$ cat src/rtl/rtc_calendar_counter.sv
// rtl/rtc_calendar_counter.sv - 1 Hz prescaler and Gregorian time/date counter with validated load
module rtc_calendar_counter #(
   parameter int CLK_HZ   = 50_000_000,
   parameter int YEAR_MIN = 2000,
   parameter int YEAR_MAX = 2999
) (
   input  logic        clk,
   input  logic        rst_n,
   input  logic        run,
   input  logic        load,
   input  logic [5:0]  set_sec,
   input  logic [5:0]  set_min,
   input  logic [4:0]  set_hour,
   input  logic [4:0]  set_day,
   input  logic [3:0]  set_month,
   input  logic [11:0] set_year,
   output logic [5:0]  sec_bin,
   output logic [5:0]  min_bin,
   output logic [4:0]  hour_bin,
   output logic [4:0]  day_bin,
   output logic [3:0]  month_bin,
   output logic [11:0] year_bin,
   output logic        tick_1hz,
   output logic        set_ok,
   output logic        set_err
);

   localparam int PW = (CLK_HZ > 1) ? $clog2(CLK_HZ) : 1;
   localparam logic [PW-1:0] PRE_TC = PW'(CLK_HZ - 1);
   localparam logic [11:0]   Y_MIN  = 12'(YEAR_MIN);
   localparam logic [11:0]   Y_MAX  = 12'(YEAR_MAX);

   function automatic logic is_leap(input logic [11:0] y);
      return (y[1:0] == 2'd0) &&
             (((y % 12'd100) != 12'd0) || ((y % 12'd400) == 12'd0));
   endfunction

   function automatic logic [4:0] days_in_month(input logic [3:0] m, input logic [11:0] y);
      logic [4:0] d;
      case (m)
         4'd2:                     d = is_leap(y) ? 5'd29 : 5'd28;
         4'd4, 4'd6, 4'd9, 4'd11:  d = 5'd30;
         default:                  d = 5'd31;
      endcase
      return d;
   endfunction

   logic [PW-1:0] presc;
   logic          term;
   logic          load_valid;
   logic          c_sec, c_min, c_hour, c_day, c_month;
   logic [5:0]    nxt_sec, nxt_min;
   logic [4:0]    nxt_hour, nxt_day;
   logic [3:0]    nxt_month;
   logic [11:0]   nxt_year;

   assign term = (presc == PRE_TC);

   assign load_valid = (set_sec <= 6'd59) && (set_min <= 6'd59) && (set_hour <= 5'd23) &&
                       (set_month >= 4'd1) && (set_month <= 4'd12) &&
                       (set_day >= 5'd1) && (set_day <= days_in_month(set_month, set_year)) &&
                       (set_year >= Y_MIN) && (set_year <= Y_MAX);

   // Carry chain: each field wraps only when every lower field wraps in the same advance.
   assign c_sec   = (sec_bin == 6'd59);
   assign c_min   = c_sec && (min_bin == 6'd59);
   assign c_hour  = c_min && (hour_bin == 5'd23);
   assign c_day   = c_hour && (day_bin == days_in_month(month_bin, year_bin));
   assign c_month = c_day && (month_bin == 4'd12);

   assign nxt_sec   = c_sec ? 6'd0 : sec_bin + 6'd1;
   assign nxt_min   = c_sec ? (c_min ? 6'd0 : min_bin + 6'd1) : min_bin;
   assign nxt_hour  = c_min ? (c_hour ? 5'd0 : hour_bin + 5'd1) : hour_bin;
   assign nxt_day   = c_hour ? (c_day ? 5'd1 : day_bin + 5'd1) : day_bin;
   assign nxt_month = c_day ? (c_month ? 4'd1 : month_bin + 4'd1) : month_bin;
   assign nxt_year  = c_month ? ((year_bin == Y_MAX) ? Y_MIN : year_bin + 12'd1) : year_bin;

   always_ff @(posedge clk) begin
      if (!rst_n) begin
         presc     <= '0;
         sec_bin   <= 6'd0;
         min_bin   <= 6'd0;
         hour_bin  <= 5'd0;
         day_bin   <= 5'd1;
         month_bin <= 4'd1;
         year_bin  <= Y_MIN;
         tick_1hz  <= 1'b0;
         set_ok    <= 1'b0;
         set_err   <= 1'b0;
      end else begin
         tick_1hz <= 1'b0;
         set_ok   <= 1'b0;
         set_err  <= load & ~load_valid;
         // A valid load overrides any advance due on the same edge.
         if (load && load_valid) begin
            presc     <= '0;
            sec_bin   <= set_sec;
            min_bin   <= set_min;
            hour_bin  <= set_hour;
            day_bin   <= set_day;
            month_bin <= set_month;
            year_bin  <= set_year;
            set_ok    <= 1'b1;
         end else if (run) begin
            if (term) begin
               presc     <= '0;
               tick_1hz  <= 1'b1;
               sec_bin   <= nxt_sec;
               min_bin   <= nxt_min;
               hour_bin  <= nxt_hour;
               day_bin   <= nxt_day;
               month_bin <= nxt_month;
               year_bin  <= nxt_year;
            end else begin
               presc <= presc + PW'(1);
            end
         end
      end
   end

endmodule

$ cat config.mk
export PLATFORM = sky130hd
export DESIGN_NAME = rtc_calendar_counter
export DESIGN_NICKNAME = d
export VERILOG_FILES = /design/src/rtl/rtc_calendar_counter.sv
export SDC_FILE = /design/constraint.sdc
export NUM_CORES = 1
export LEC_CHECK = 0
export ABC_AREA = 0
export CELL_PAD_IN_SITES_DETAIL_PLACEMENT = 1
export CELL_PAD_IN_SITES_GLOBAL_PLACEMENT = 1
export CORE_MARGIN = 2
export CORE_UTILIZATION = 30
export CTS_BUF_LIST = sky130_fd_sc_hd__clkbuf_4
export CTS_CLUSTER_SIZE = 30
export DETAILED_ROUTE_END_ITERATION = 8
export PLACE_DENSITY = 0.7
export SETUP_SLACK_MARGIN = 0.05
export SLEW_MARGIN = 20
export SYNTH_ARGS = -nofsm -noshare
export SYNTH_HDL_FRONTEND = slang
export SYNTH_SLANG_ARGS = --single-unit
$ cat constraint.sdc
create_clock -name clk -period 9.79 [get_ports clk]
set_clock_uncertainty 0.2 [all_clocks]
set_input_delay 0.979 -clock clk [delete_from_list [all_inputs] [get_ports clk]]
set_output_delay 0.979 -clock clk [all_outputs]
set_load 0.01 [all_outputs]
==> flow_summary_export.csv <==
group,metric,value,unit
finish,drive_gt1_share,5.10,%
routing,vias_per_cell,5.74,
global_routing,grt_usage,18.7,%
yosys,synth.ff_latch_count,67,
job,maxCapViolCount,0,
timing,drv_slew,0,
placement,dp_slack,2560,ps
yosys,synth_area_leaders,"dfxtp_1 (24%), o21ai_0 (6.1%), nor2_1 (6.1%)",
floorplanning,ios,83,
routing,via_count,6045,
pwr,power_density,114,nW/um^2
min_path,hp-class,"flip-flop to flip-flop",
clock_network,cts_tree,"yes",
timing,worst_pin_slew,957,ps
timing,setup_viol,0,
yosys,syn-num-nets,824,
timing,rsz0062_at_grt,"no",
finish,regArea,1340,sq um
placement,numPortBuffers,82,
clock_network,cts.repair.resized,0,
timing,hold_ws,310,ps
yosys,syn_inst,769,
finish,syn_to_final_growth,19.1,%
timing,tns,0,ps
critical_path,cp-start-kind,"input pin",
timing,maxSlewHeadroom,36.0,%
yosys,synth_top_area_share,24.1,%
yosys,synth_warnings,0,
clock_network,h-tree-depth,3,
pwr,power.leakage,2.20,nW
critical_path,cp-end-kind,"flip-flop",
floorplanning,die-width,140,microns
critical_path,criticalPathCategory,"input pin to flip-flop",
floorplanning,start_util,30.8,%
critical_path,cp.arrival,6790,ps
clock_network,cts.sinks,67,
yosys,synth_cell_types,82,
routing,drtIter0Drc,306,
clock_network,postCtsHoldBufs,0,
routing,drt-pass1-iter-count,5,
yosys,synth_ff_type,"dfxtp_1",
floorplanning,die_h,140,microns
clock_network,root_buffer,"clkbuf_4",
placement,gp_congestion,0.831,
routing,wl_per_cell,17.8,microns
global_routing,overflow,0,
clock_network,cts_buffer_depth,2,
routing,remaining_drc_errors,0,
critical_path,crit_fanout,53,
yosys,synth_area_per_cell,7.24,sq um
floorplanning,rows,49,
timing,finalHoldViolations,0,
clock_network,post_cts_buffers,0,
yosys,yosysMostFrequentCell,"nor2_1",
yosys,ys_seq_area_share,24.1,%
critical_path,required,9910,ps
clock_network,path_clk_slew,120,ps
clock_network,cts_buffers,9,
timing,fin_crit_sh,68.2,%
yosys,synth_largest_area_cell,"dfxtp_1",
routing,antenna_left,0,
global_routing,grt_pass1_wl,30200,microns
pwr,vdd_drop_max,0.0000475,V
global_routing,grt_pass1_vias,5827,
yosys,synth_edf_count,0,
routing,wl,18700,microns
timing,fin_ws,3120,ps
yosys,synth_area,5570,sq um
floorplanning,coreArea,18100,sq um
yosys,ys_top_cells_by_count,"nor2_1 (90), o21ai_0 (68), dfxtp_1 (67)",
yosys,synthArstFlopShare,0,%
finish,fill_cells,2222,
placement,hpwl,13900,microns
clock_network,clk_latency,450,ps
timing,min_period,6670,ps
finish,multi_input_area,3980,sq um
finish,layout.nets,875,
global_routing,antenna_found_initial,1,
timing,fmax,150,MHz
global_routing,grt_max_degree,54,
status,status,"completed",
floorplanning,die_area,19700,sq um
pwr,finalPower,0.000753,W
==> per-stage QoR <==
step / cell area, sq um / std cells / util (%)
3_5_place_dp: 6520 / 1038 / 36.0
5_1_grt: 6630 / 1054 / 36.7
4_1_cts: 6630 / 1053 / 36.7
2_1_floorplan: 5570 / 769 / -
3_3_place_gp: 6520 / 1038 / 36.0
6_report: 6630 / 1054 / 36.7
==> power breakdown <==
part | internal, W | switching (W) | total, W
sequential | 0.000283 | 0.0000266 | 0.000310
clock | 0.0000503 | 0.000117 | 0.000167
combinational | 0.000120 | 0.000157 | 0.000277
total | 0.000453 | 0.000300 | 0.000753
==> flip-flops by register name, summed over array words and instances, names as in the netlist <==
signal and flops:
day_bin 5, hour_bin 5, min_bin 6, month_bin 4, presc 26, sec_bin 6
set_err 1, set_ok 1, tick_1hz 1, year_bin 12
==> logic make-up (layout without fill, tap and decap cells) <==
logic type      after synthesis  count (layout)  share of synthesized area (%)
other cells                   0               1                              0
compound gates              235             235                           29.0
flops                        67              67                           24.1
buf+inv                      64             119                           4.54
simple gates                339             339                           31.1
fa+ha+maj                    14              14                           3.10
xor+xnor                     39              39                           6.14
mux                          11              11                           2.02
==> final timing paths <==
kind                start  slack (ps)  cells past startpoint          end
max           set_year[9]        3120                     26   min_bin[2]
min              presc[1]         310                      2     presc[1]
min reg2reg      presc[1]         310                      2     presc[1]
max reg2reg  year_bin[11]        4090                     14  year_bin[6]
==> routing by layer <==
| layer | up-vias | part of all wire [%] | global-route usage [%] |
|---|---|---|---|
| li1 | 2996 | - | - |
| met1 | 2944 | 48 | 24.8 |
| met2 | 88 | 48 | 31.8 |
| met3 | 17 | 3.2 | 3.52 |
| met4 | 0 | 1.1 | 3.93 |
| met5 | - | 0 | 0 |
==> critical path, cell delays in order <==
cell,delay [ps]
clkdlybuf4s50_1,650
nor3_1,320
o22ai_1,120
a221o_1,480
o211ai_1,280
a31oi_1,120
o21ba_2,250
a211o_1,240
a21oi_1,250
o31ai_1,150
xnor2_1,270
o21ai_0,140
a21oi_1,170
o32ai_1,90
a31oi_1,170
ha_1,170
inv_1,40
a21oi_1,130
a211oi_1,70
nor3_1,350
nand2_2,100
buf_4,300
o21ai_1,480
o21ai_0,190
a22oi_1,190
nor2_1,50
==> layout make-up <==
cell class	count	share of cell area (%)
Multi-Input combinational cell	638	59.9
Sequential cell	67	20.2
Timing Repair Buffer	85	12.7
Tap cell	229	4.32
Inverter	19	1.08
Clock buffer	9	1.02
Clock inverter	6	0.660
Antenna cell	1	0.0377
==> cell usage in the layout (no fill, tap or decap), drive strengths merged, types with 11 or more instances in the layout <==
master / n
nor2: 90
clkdlybuf4s50: 82
o21ai: 69
dfxtp: 67
nand2: 64
nand3: 44
a21oi: 41
nor3: 24
xor2: 24
a31oi: 21
and3: 21
nand4: 21
inv: 17
xnor2: 15
ha: 13
o211ai: 13
and2: 11
(Power assumes the default switching activity.)
